`src/rtl/weight_loader_3x3_pkg.sv`:
```
// weight_loader_3x3_pkg: shared widths and kernel-group helper for the 3x3 weight loader
package weight_loader_3x3_pkg;
    localparam int AXI_WIDTH_DATA_IN = 128;
    localparam int WL_KERNEL_NUM = 9;
    localparam int WL_ADDR_W = 13;
    localparam int KPOS_W = 4;
    function automatic logic [1:0] group_of(input logic [KPOS_W-1:0] k);
        return k < 4'd3 ? 2'd0 : k < 4'd6 ? 2'd1 : 2'd2;
    endfunction
endpackage

```
`src/rtl/weight_pos_counter.sv`:
```
// weight_pos_counter: nested kernel-position (0..8) / row (0..depth-1) counter with last-beat flag
module weight_pos_counter
    import weight_loader_3x3_pkg::*;
#(
    parameter int ADDR_W = WL_ADDR_W
) (
    input  logic              clk,
    input  logic              rst,
    input  logic              clr,
    input  logic              en,
    input  logic [ADDR_W-1:0] depth,
    output logic [KPOS_W-1:0] k,
    output logic [ADDR_W-1:0] r,
    output logic              last
);
    logic [KPOS_W-1:0] k_q, k_d;
    logic [ADDR_W-1:0] r_q, r_d;
    always_comb begin
        k_d = clr ? '0 : en ? (k_q == 4'd8 ? '0 : k_q + 4'd1) : k_q;
        r_d = clr ? '0 : (en && k_q == 4'd8) ? r_q + ADDR_W'(1) : r_q;
    end
    always_ff @(posedge clk) begin
        if (rst) begin
            k_q <= '0;
            r_q <= '0;
        end else begin
            k_q <= k_d;
            r_q <= r_d;
        end
    end
    assign k = k_q;
    assign r = r_q;
    assign last = k_q == 4'd8 && r_q == depth - ADDR_W'(1);
endmodule

```
`src/rtl/weight_loader_3x3.sv`:
```
// weight_loader_3x3: steers a weight word stream into the nine 3x3 kernel-position RAMs
module weight_loader_3x3
    import weight_loader_3x3_pkg::*;
#(
    parameter int KERNEL_NUM = WL_KERNEL_NUM,
    parameter int DATA_W = AXI_WIDTH_DATA_IN,
    parameter int ADDR_W = WL_ADDR_W
) (
    input  logic                  clk,
    input  logic                  rst,
    input  logic                  start,
    input  logic [ADDR_W-1:0]     depth,
    input  logic [ADDR_W-1:0]     base_addr,
    input  logic [DATA_W-1:0]     s_data,
    input  logic                  s_valid,
    output logic                  s_ready,
    output logic [DATA_W-1:0]     weight_data_One,
    output logic [DATA_W-1:0]     weight_data_Two,
    output logic [DATA_W-1:0]     weight_data_Three,
    output logic [KERNEL_NUM-1:0] weight_wr,
    output logic [ADDR_W-1:0]     weight_addra,
    output logic                  busy,
    output logic                  done
);
    typedef enum logic [1:0] {IDLE, LOAD, FLUSH, DONE} state_t;
    state_t state_q, state_d;
    logic [ADDR_W-1:0] depth_q, depth_d, base_q, base_d, addr_q, addr_d, row;
    logic [KERNEL_NUM-1:0] wr_q, wr_d;
    logic [DATA_W-1:0] one_q, one_d, two_q, two_d, three_q, three_d;
    logic [KPOS_W-1:0] kpos;
    logic [1:0] grp;
    logic beat, last, clr;

    weight_pos_counter #(.ADDR_W(ADDR_W)) u_cnt (
        .clk  (clk),
        .rst  (rst),
        .clr  (clr),
        .en   (beat),
        .depth(depth_q),
        .k    (kpos),
        .r    (row),
        .last (last)
    );

    assign s_ready = state_q == LOAD;
    assign beat = s_ready & s_valid;
    assign busy = state_q == LOAD || state_q == FLUSH;
    assign done = state_q == FLUSH || state_q == DONE;

    always_comb begin
        state_d = state_q;
        depth_d = depth_q;
        base_d = base_q;
        clr = 1'b0;
        case (state_q)
            IDLE: if (start) begin
                state_d = depth == '0 ? DONE : LOAD;
                depth_d = depth;
                base_d = base_addr;
                clr = 1'b1;
            end
            LOAD: state_d = beat && last ? FLUSH : LOAD;
            default: state_d = IDLE;
        endcase
        // one registered write per accepted beat; unselected buses hold
        grp = group_of(kpos);
        wr_d = beat ? KERNEL_NUM'(1) << kpos : '0;
        addr_d = beat ? base_q + row : addr_q;
        one_d = beat && grp == 2'd0 ? s_data : one_q;
        two_d = beat && grp == 2'd1 ? s_data : two_q;
        three_d = beat && grp == 2'd2 ? s_data : three_q;
    end

    always_ff @(posedge clk) begin
        if (rst) begin
            state_q <= IDLE;
            depth_q <= '0;
            base_q <= '0;
            addr_q <= '0;
            wr_q <= '0;
            one_q <= '0;
            two_q <= '0;
            three_q <= '0;
        end else begin
            state_q <= state_d;
            depth_q <= depth_d;
            base_q <= base_d;
            addr_q <= addr_d;
            wr_q <= wr_d;
            one_q <= one_d;
            two_q <= two_d;
            three_q <= three_d;
        end
    end

    assign weight_wr = wr_q;
    assign weight_addra = addr_q;
    assign weight_data_One = one_q;
    assign weight_data_Two = two_q;
    assign weight_data_Three = three_q;
endmodule

```
`config.mk`:
```
export PLATFORM = sky130hd
export DESIGN_NAME = weight_loader_3x3
export DESIGN_NICKNAME = d
export VERILOG_FILES = /design/src/rtl/weight_loader_3x3_pkg.sv /design/src/rtl/weight_pos_counter.sv /design/src/rtl/weight_loader_3x3.sv
export SDC_FILE = /design/constraint.sdc
export NUM_CORES = 1
export LEC_CHECK = 0
export ABC_AREA = 1
export CAP_MARGIN = 25
export CORE_AREA = 2 2 224 226
export CTS_BUF_LIST = sky130_fd_sc_hd__clkbuf_4 sky130_fd_sc_hd__clkbuf_8
export DETAILED_ROUTE_END_ITERATION = 6
export DIE_AREA = 0 0 226 228
export SLEW_MARGIN = 20
export SYNTH_ARGS = -nofsm -noshare
export SYNTH_HDL_FRONTEND = slang
export SYNTH_HIERARCHICAL = 1
export SYNTH_SLANG_ARGS = --single-unit
```
`constraint.sdc`:
```
create_clock -name clk -period 4.9 [get_ports clk]
set_input_delay 0.735 -clock clk [delete_from_list [all_inputs] [get_ports clk]]
set_output_delay 0.735 -clock clk [all_outputs]
set_load 0.1 [all_outputs]
```
# Yosys cells after proc, flatten, opt, wreduce, memory -nomap -nowiden
# Index checks and enable logic that the tools add are counted.
[word_totals]
ff_bits = 451
in_bits = 158
output_inout_bits = 409
word_cells = 50
[op_classes]
add_sub_neg = 4
magnitude_cmp = 2
n_eq_ne = 8
n_shift = 1
n_mux = 9
n_bitwise = 2
n_reduce_logical = 14
[ops]
columns = ["operator", "n"]
rows = [
  ["adder 13 x 1 -> 13 bit (second input constant)", 1],
  ["adder 13 bit", 1],
  ["== test 13 bit", 1],
  ["logical NOT 13 bit", 1],
  ["subtractor 13 x 1 -> 13 bit (second input constant)", 1],
  ["two-way mux 2 bit", 5],
  ["left shift 1 x 4 -> 9 bit (first input constant)", 1],
  ["== test 2 bit (second input constant)", 3],
  ["logical AND 1 bit", 6],
  ["adder 4 x 1 -> 4 bit (second input constant)", 1],
  ["== test 2 x 1 -> 1 bit (second input constant)", 2],
  ["== test 4 bit (second input constant)", 1],
  ["logical NOT 2 bit", 2],
  ["< comparator 4 x 2 -> 1 bit (second input constant)", 1],
  ["< comparator 4 x 3 -> 1 bit (second input constant)", 1],
  ["two-way mux 4 bit", 1],
  ["case mux 2 bit (2 select lines)", 1],
  ["OR reduction 2 bit", 2],
  ["logical OR 1 bit", 2],
  ["two-way mux 1 bit", 2],
  ["inequality test 2 bit (second input constant)", 1],
  ["AND reduction 2 bit", 1],
  ["AND 1 bit", 1],
  ["NOT 1 bit", 1],
]

# Longest topological paths before layout
# Gate-level depths: netlist (run 1).
[depth]
depth_word = 6
mapped_depth = 16
ltp_nobuf = 16

# Cells and area by module
# Netlist (run 1), hierarchy kept.
[by_module_without_submodules]
columns = ["mod", "n_inst", "cells_per_inst", "area_per_inst_um2", "seq_area_each_um2"]
rows = [
  ["weight_loader_3x3", 1, 2058, 15927.8, 8688.3],
  ["weight_pos_counter", 1, 218, 1401.3, 340.3],
]

# Worst setup path after synthesis (run 1)
# OpenSTA, ideal clock, no wires.
[synth_path]
path_type = "register -> register"
from = "register state_q[1]"
to = "register u_cnt.r_q[11], in the netlist u_cnt/r[11]"
setup_time_ps = 115
arrival_time_ps = 2694
required_time_ps = 4785
path_slack_ps = 2091
path_stages_with_launch = 13
path_buffers = 1
period_less_slack_ps = 2809
cell_sequence = "dfxtp_1 > inv_1 > ha_1 > nand2_2 > inv_1 > clkbuf_1 > inv_2 > nor2_8 > nand4_4 > nor3_4 > nand3_1 > nand2_1 > nor2_1"
[synth_between]
elab_chain_len = 3
elab_cells_between_ends = 6
classes_between = "1 x eq/ne; 1 x mux; 1 x bitwise; 3 x reduce/logical"
[synth_rtl]
columns = ["element", "line_no", "text"]
rows = [
  ["from (decl)", "weight_loader_3x3.sv:26", "state_t state_q, state_d;"],
  ["from (signal assigned)", "weight_loader_3x3.sv:85", "state_q <= state_d;"],
  ["== test 2 x 1 -> 1 bit", "weight_loader_3x3.sv:45", "assign s_ready = state_q == LOAD;"],
  ["via s_ready", "weight_loader_3x3.sv:16", "output logic s_ready,"],
  ["AND 1 bit", "weight_loader_3x3.sv:46", "assign beat = s_ready & s_valid;"],
  ["via beat", "weight_loader_3x3.sv:32", "logic beat, last, clr;"],
  ["logical AND 1 bit", "weight_pos_counter.sv:20", "r_d = clr ? '0 : (en && k_q == 4'd8) ? r_q + ADDR_W'(1) : r_q;"],
  ["to (signal assigned)", "weight_pos_counter.sv:28", "r_q <= r_d;"],
  ["to (decl)", "weight_pos_counter.sv:17", "logic [ADDR_W-1:0] r_q, r_d;"],
]
# The timed path passes the listed nets, and every way through them passes these cells.
# A chain may end at the register's enable or synchronous reset.

# Worst setup path after layout (run 1)
[layout_path]
from = "register state_q[0]"
to = "output port done"
[layout_between]
elab_chain_len = 2
elab_cells_between_ends = 3
classes_between = "2 x eq/ne; 1 x reduce/logical"
[layout_rtl]
columns = ["element", "line_no", "text"]
rows = [
  ["== test 2 bit", "weight_loader_3x3.sv:48", "assign done = state_q == FLUSH || state_q == DONE;"],
  ["logical OR 1 bit (*)", "weight_loader_3x3.sv:48", ""],
  ["to (decl)", "weight_loader_3x3.sv:23", "output logic done"],
]
# Every way passes the cells marked *; elsewhere a longest branch is shown, timed or not.

==> results of run 1 <==
[state kept, by name, indices dropped and copies added (netlist names)]
| name | flops |
|---|---|
| base_q | 13 |
| depth_q | 13 |
| state_q | 2 |
| u_cnt/k | 4 |
| u_cnt/r | 13 |
| weight_addra | 13 |
| weight_data_One | 128 |
| weight_data_Three | 128 |
| weight_data_Two | 128 |
| weight_wr | 9 |
[worst max-delay path by stage]
stage | end | slack, ns | cells after the start | start
finish | done | 1.66 | 4 | state_q[0]$_SDFFE_PP0P_
global route | busy | 1.56 | 3 | state_q[1]$_SDFFE_PP0P_
CTS | busy | 1.57 | 3 | state_q[1]$_SDFFE_PP0P_
detailed placement | weight_data_One[32]$_SDFFE_PP0P_ | 1.41 | 7 | s_valid
global placement | weight_data_One[89]$_SDFFE_PP0P_ | 1.45 | 7 | s_valid
floorplan | u_cnt/r[11]$_SDFFE_PP0P_ | 2.09 | 12 | state_q[1]$_SDFFE_PP0P_
[through the flow]
step / util / worst slack (ns)
final: 0.515 / 1.66
after global routing: 0.515 / 1.56
after CTS: 0.514 / 1.57
after detailed placement: 0.480 / 1.41
after global placement: 0.472 / 1.45
after floorplan: - / 2.09
[cells in the final DEF, fill, tap and decap left out, types with 3 or more instances in the layout]
cell / Yosys / routed
a21oi_1: 152 / 152
buf_16: 0 / 14
buf_4: 16 / 21
clkbuf_4: 0 / 35
clkbuf_8: 0 / 96
clkdlybuf4s50_1: 0 / 563
clkinv_2: 0 / 6
dfxtp_1: 451 / 451
ha_1: 20 / 20
inv_1: 85 / 83
inv_2: 10 / 8
inv_4: 0 / 3
nand2_1: 268 / 268
nand2_2: 6 / 3
nand2_4: 1 / 4
nand3_1: 160 / 160
nand4_1: 9 / 9
nor2_1: 603 / 603
nor2_2: 6 / 6
nor3_1: 16 / 16
nor4_1: 3 / 3
o21ai_0: 288 / 288
o21ai_1: 6 / 6
xnor2_1: 9 / 9
xor2_1: 11 / 11
[critical path: stages (launching register included)]
cell,delay (ns)
dfxtp_1,0.36
inv_1,0.09
ha_1,0.18
or2_2,0.29
clkdlybuf4s50_1,0.98
[cells by family (layout without fill, tap and decap cells)]
logic type / after synthesis / count (layout) / share of synthesized area
AND/OR/NAND/NOR: 1084 / 1084 / 0.258
AO/OA/AOI/OAI: 453 / 453 / 0.133
flip-flops: 451 / 451 / 0.521
buffers and inverters: 247 / 838 / 0.0625
adder cells (fa/ha/maj): 21 / 21 / 0.0156
XOR/XNOR: 20 / 20 / 0.0101
other: 0 / 2 / 0
[report_power, final]
group	switching [mW]	internal [mW]	leakage [nW]
clock network	1.57	2.14	0.909
registers	0.0759	3.79	3.65
logic	1.17	0.446	4.93
total	2.82	6.37	9.49
[routing by layer]
metal / up-vias / global-route usage
met5: - / 0
met4: 10 / 0.121
met3: 134 / 0.0820
met2: 636 / 0.405
met1: 8001 / 0.316
li1: 8435 / -
[layout make-up]
class	instances	area (sq um)
Clock inverter	11	116
Timing Repair Buffer	600	6220
Antenna cell	2	5.00
Tap cell	672	841
Sequential cell	451	9030
Inverter	96	373
Fill cell	4743	24000
Multi-Input combinational cell	1578	7230
Clock buffer	131	1580
==> results by group, run 1 <==
Clocking
  • Clk_lat worst skew: 0.66 ns
  • Root Driver: clkbuf_8
  • CTS max path bufs: 3
  • # Post-CTS Setup Buffers: 0
  • Clock sink count: 451
  • CTS tree: yes
  • PostCTS Resize Cnt: 0
  • Cts hold-fix bufs: 0
  • Max H-tree Level: 3
  • Cts bufs inserted: 80
  • Clk slew on worst S/H paths: 0.05 ns

Synthesis
  • Top cell type's share of synthesized area: 0.521
  • Ys Warns: 6
  • Synth top area cells: dfxtp_1 (52%), nor2_1 (13%), o21ai_0 (8.3%)
  • Synth cell count leaders: nor2_1 (603), dfxtp_1 (451), o21ai_0 (288), nand2_1 (268), nand3_1 (160)
  • Synth Register Bits: 451
  • Mapped Avg Cell Area: 7.61 sq um
  • Top_reg_cell synth: dfxtp_1
  • Syn Nets: 2455
  • Netlist Area Pre-Place: 17300 sq um
  • Async SR Flop Fraction: 0
  • Register area share after synthesis: 0.521
  • Leading area contributor after synthesis: dfxtp_1
  • Synth unique cells: 39
  • Post-synth EDFFs: 0
  • Syn Inst Count: 2276
  • Count leader, synth: nor2_1

Setup path
  • Terminus of the critical flop-to-flop path: weight_data_One[32]$_SDFFE_PP0P_
  • CP Data Arrival Time: 2.51 ns
  • Worst Setup End Kind: primary output
  • CP Max Fanout: 3
  • Worst Path Required: 4.16 ns
  • Setup slack, reg-to-reg: 1.98 ns
  • Reg2Reg Depth: 8
  • Setup CP Type: flip-flop to primary output
  • Worst setup SP type: flip-flop
  • Crit Reg-Reg Startpoint: state_q[1]$_SDFFE_PP0P_

Place
  • HPWL after DPL: 47.8 mm
  • Cells after DPL: 3396
  • Area post-placement: 23700 sq um
  • Placer congestion estimate: 0.897
  • IO buf count: 566

Global routing
  • First-pass GRT wire length: 101 mm
  • Tot GR Track Use: 0.256
  • Overflow after GRT: 0
  • Antenna violations before repair: 8
  • Number of global-route vias before repair: 16100
  • Largest net degree at the start of global routing: 111

Detailed routing
  • Post-route ant nets: 0
  • WL met1: 28.4 mm
  • Top Layer Used: met5
  • Drt drc: 0
  • Vias: 17200
  • Met2 WL: 30.9 mm
  • Avg WL per Cell: 19.3 um
  • Pre-antenna DRT Iters: 5
  • Iteration-0 DRC Markers: 932
  • Post-DR vias/cell: 4.86
  • WL met3: 6.01 mm
  • DRT Wirelength: 68.2 mm

Pwr
  • Overall Power: 9.19 mW
  • Power density cells: 362 nW/um^2
  • LEAKAGE: 9.49 nW
  • VDD IR max: 0.228 mV

Layout
  • Share of cells above drive strength 1: 0.0760
  • Nets: 2986
  • Layout Cells excl Fill: 3541
  • Design Area, Final: 25400 sq um
  • Area Growth Syn to Fin: 46.6%

Timing
  • Worst rel slew slack: 0.236
  • Clock skew: 0.0400 ns
  • Tmin final: 3.24 ns
  • Max-slew violation count: 0
  • Final hold slack: 0.458 ns
  • Highest clock rate: 0.308 GHz
  • Worst-margin pin slew: 1.14 ns
  • Setup-failing EPs final: 0
  • Fin crit share: 0.662
  • RSZ-0062 raised after global routing: false
  • Setup TNS: 0 ns
  • Final Hold Viols: 0

Floorplan
  • IO Pins: 567
  • Die Span Y: 228 um
  • Num rows: 82
  • Initial Util: 0.351
  • CORE AREA: 49300 sq um
  • Chip width: 226 um
  • Die area: 51500 sq um

Min path
  • Hold depth: 2
  • Hold Path Sink: weight_data_One[106]$_SDFFE_PP0P_
  • Critical hold path startpoint: weight_data_One[106]$_SDFFE_PP0P_
  • Worst hold path class: flip-flop to flip-flop

Outcome
  • Status: finished, final reports clean

Flow run
  • Max-cap violations: 0
Note: power is estimated with default switching activity, not from simulation.
==> run 2: changes to the inputs <==
--- a/config.mk
+++ b/config.mk
@@ -7,10 +7,11 @@
 export LEC_CHECK = 0
 export ABC_AREA = 1
 export CAP_MARGIN = 25
-export CORE_AREA = 2 2 224 226
+export CORE_AREA = 2 2 217 219
 export CTS_BUF_LIST = sky130_fd_sc_hd__clkbuf_4 sky130_fd_sc_hd__clkbuf_8
 export DETAILED_ROUTE_END_ITERATION = 6
-export DIE_AREA = 0 0 226 228
+export DIE_AREA = 0 0 219 221
+export PLACE_DENSITY = 0.68
 export SLEW_MARGIN = 20
 export SYNTH_ARGS = -nofsm -noshare
 export SYNTH_HDL_FRONTEND = slang
==> constraint.sdc (replaced) <==
create_clock -name clk -period 3.2 [get_ports clk]
set_input_delay 0.48 -clock clk [delete_from_list [all_inputs] [get_ports clk]]
set_output_delay 0.48 -clock clk [all_outputs]
set_load 0.1 [all_outputs]
==> results by group, run 2 (synthesized netlist as in run 1, its figures left out) <==
Timing
  • Max-slew violation count: 0 (unchanged)
  • Setup TNS: 0 ns (unchanged)
  • RSZ-0062 raised after global routing: false (unchanged)
  • Final Hold Viols: 0 (unchanged)
  • Worst-margin pin slew: 1.06 ns (was 1.14 ns)
  • Setup-failing EPs final: 0 (unchanged)
  • Fin crit share: 0.835
  • Worst rel slew slack: 0.290 (was 0.236)
  • Highest clock rate: 0.374 GHz
  • Tmin final: 2.67 ns
  • Clock skew: 0.0329 ns (was 0.0400 ns)

Place
  • HPWL after DPL: 45.5 mm (was 47.8 mm)
  • Placer congestion estimate: 0.883 (was 0.897)
  • IO buf count: 566 (unchanged)

Setup path
  • Peak per-stage delay on the critical path: 1.16 ns (was 0.98 ns)
  • Terminus of the critical flop-to-flop path: weight_data_Three[67]$_SDFFE_PP0P_ (was weight_data_One[32]$_SDFFE_PP0P_)
  • Setup CP Type: flip-flop to primary output (unchanged)
  • Critical Path Stages: 1 (was 4)
  • Worst setup SP type: flip-flop (unchanged)
  • Crit Reg-Reg Startpoint: state_q[1]$_SDFFE_PP0P_ (unchanged)
  • CP max-delay cell: clkdlybuf4s50_1 (unchanged)
  • CP bufs+invs: 1 (was 2)
  • Setup slack, reg-to-reg: 0.91 ns (was 1.98 ns)
  • Largest delay share family, worst path: buffers and inverters (unchanged)
  • Worst Path Required: 2.72 ns (was 4.16 ns)
  • Reg2Reg Depth: 9 (was 8)
  • CP Max Fanout: 2 (was 3)
  • CP cell instances: clkdlybuf4s50_1 (was inv_1 > ha_1 > or2_2 > clkdlybuf4s50_1)
  • CP Data Arrival Time: 2.19 ns (was 2.51 ns)
  • Worst Setup End Kind: primary output (unchanged)

Detailed routing
  • Iteration-0 DRC Markers: 1417 (was 932)
  • Drt drc: 0 (unchanged)
  • Vias: 17200 (about the same)
  • DRT Wirelength: 65.4 mm (was 68.2 mm)
  • Pre-antenna DRT Iters: 6 (was 5)
  • Post-DR vias/cell: 4.98 (was 4.86)
  • Avg WL per Cell: 18.9 um (was 19.3 um)
  • Post-route ant nets: 0 (unchanged)

Floorplan
  • Die area: 48400 sq um (was 51500 sq um)
  • IO Pins: 567 (unchanged)
  • Num rows: 79 (was 82)
  • CORE AREA: 46100 sq um (was 49300 sq um)
  • Die Span Y: 221 um (was 228 um)
  • Initial Util: 0.376 (was 0.351)
  • Chip width: 219 um (was 226 um)

Clocking
  • PostCTS Resize Cnt: 0 (unchanged)
  • Root Driver: clkbuf_8 (unchanged)
  • Cts hold-fix bufs: 0 (unchanged)
  • CTS tree: yes (unchanged)
  • Clk slew on worst S/H paths: 0.06 ns (was 0.05 ns)
  • CTS max path bufs: 3 (unchanged)
  • # Post-CTS Setup Buffers: 0 (unchanged)
  • Clk_lat worst skew: 0.65 ns (was 0.66 ns)
  • Cts bufs inserted: 77 (was 80)
  • Max H-tree Level: 3 (unchanged)
  • Clock sink count: 451 (unchanged)

Min path
  • Hold Path Sink: weight_data_One[20]$_SDFFE_PP0P_ (was weight_data_One[106]$_SDFFE_PP0P_)
  • Worst hold path class: input port to flip-flop (was flip-flop to flip-flop)
  • Hold depth: 2 (unchanged)
  • Critical hold path startpoint: rst (was weight_data_One[106]$_SDFFE_PP0P_)

Global routing
  • Antenna violations before repair: 5 (was 8)
  • Overflow after GRT: 0 (unchanged)
  • First-pass GRT wire length: 97.0 mm (was 101 mm)
  • Largest net degree at the start of global routing: 129 (was 111)
  • Number of global-route vias before repair: 16100 (about the same)
  • Tot GR Track Use: 0.260 (was 0.256)

Pwr
  • P_int: 9.51 mW (was 6.37 mW)
  • Combinational share of power: 0.178 (was 0.176)
  • Clock Power Share: 0.393 (was 0.404)
  • VDD IR max: 0.408 mV (was 0.228 mV)
  • P_sw: 4.27 mW (was 2.82 mW)
  • LEAKAGE: 9.83 nW (was 9.49 nW)
  • Sequential share of power: 0.429 (was 0.420)
  • Power density cells: 567 nW/um^2 (was 362 nW/um^2)
  • Switching part of the total: 0.310 (was 0.307)

Layout
  • Most frequent cells in the layout: nor2_1 (603), dfxtp_1 (451), clkdlybuf4s50_1 (308) (was nor2_1 (603), clkdlybuf4s50_1 (563), dfxtp_1 (451))
  • Share of cells above drive strength 1: 0.159 (was 0.0760)
  • Core Util, Final: 0.527 (was 0.515)
  • Most common cell after layout, fill and taps aside: nor2_1 (unchanged)
  • Area Growth Syn to Fin: 40.2% (was 46.6%)
  • Nets: 2971 (was 2986)

Outcome
  • Status: finished, final reports clean (unchanged)

Flow run
  • Max-cap violations: 0 (unchanged)
## run 2: how the worst max path moves through the flow
stage / start / to / slack [ns]
2_1_floorplan: state_q[1]$_SDFFE_PP0P_ / u_cnt/r[11]$_SDFFE_PP0P_ / 0.39
3_3_place_gp: s_valid / weight_data_One[25]$_SDFFE_PP0P_ / 0.71
3_5_place_dp: s_valid / weight_data_One[63]$_SDFFE_PP0P_ / 0.66
4_1_cts: weight_data_One[78]$_SDFFE_PP0P_ / weight_data_One[78] / 0.47
5_1_grt: weight_data_One[78]$_SDFFE_PP0P_ / weight_data_One[78] / 0.46
6_report: weight_data_One[78]$_SDFFE_PP0P_ / weight_data_One[78] / 0.53
## run 2: area by class of cell
| type | instances | area (sq um) |
|---|---|---|
| multi-input combinational | 1578 | 7230 |
| clock buffer | 118 | 1460 |
| sequential | 451 | 9030 |
| tap | 607 | 759 |
| timing repair buffer | 588 | 5300 |
| clock inverter | 14 | 134 |
| antenna | 3 | 7.51 |
| inverter | 96 | 373 |
| fill | 4408 | 21800 |
## run 2: power by group through the flow
stage          logic (mW)  registers (mW)  clock network, mW
6_report             2.45            5.92               5.41
5_1_grt              2.60            5.93               5.79
4_1_cts              2.45            5.92               5.55
3_5_place_dp         2.44            6.04                  0
3_3_place_gp         2.42            6.03                  0
2_1_floorplan       0.795            6.94                  0
## run 2: stage by stage
stage / area, sq um / hold slack [ns] / total power, mW / cells / setup WS (ns)
after floorplan: 17300 / 0.462 / 7.73 / 2276 / 0.391
after global placement: 22700 / 0.449 / 8.45 / 3320 / 0.713
after detailed placement: 22700 / 0.453 / 8.48 / 3320 / 0.660
after CTS: 24300 / 0.0983 / 13.9 / 3452 / 0.475
after global routing: 24300 / 0.118 / 14.3 / 3453 / 0.456
final: 24300 / 0.162 / 13.8 / 3455 / 0.528
## run 2: metal layers
layer  vias up  track usage  share of wire
met4         2        0.127          0.051
met5         -            0        0.00018
met1      7981        0.305           0.40
li1       8408            -              -
met2       654        0.436           0.47
met3       156       0.0719          0.077
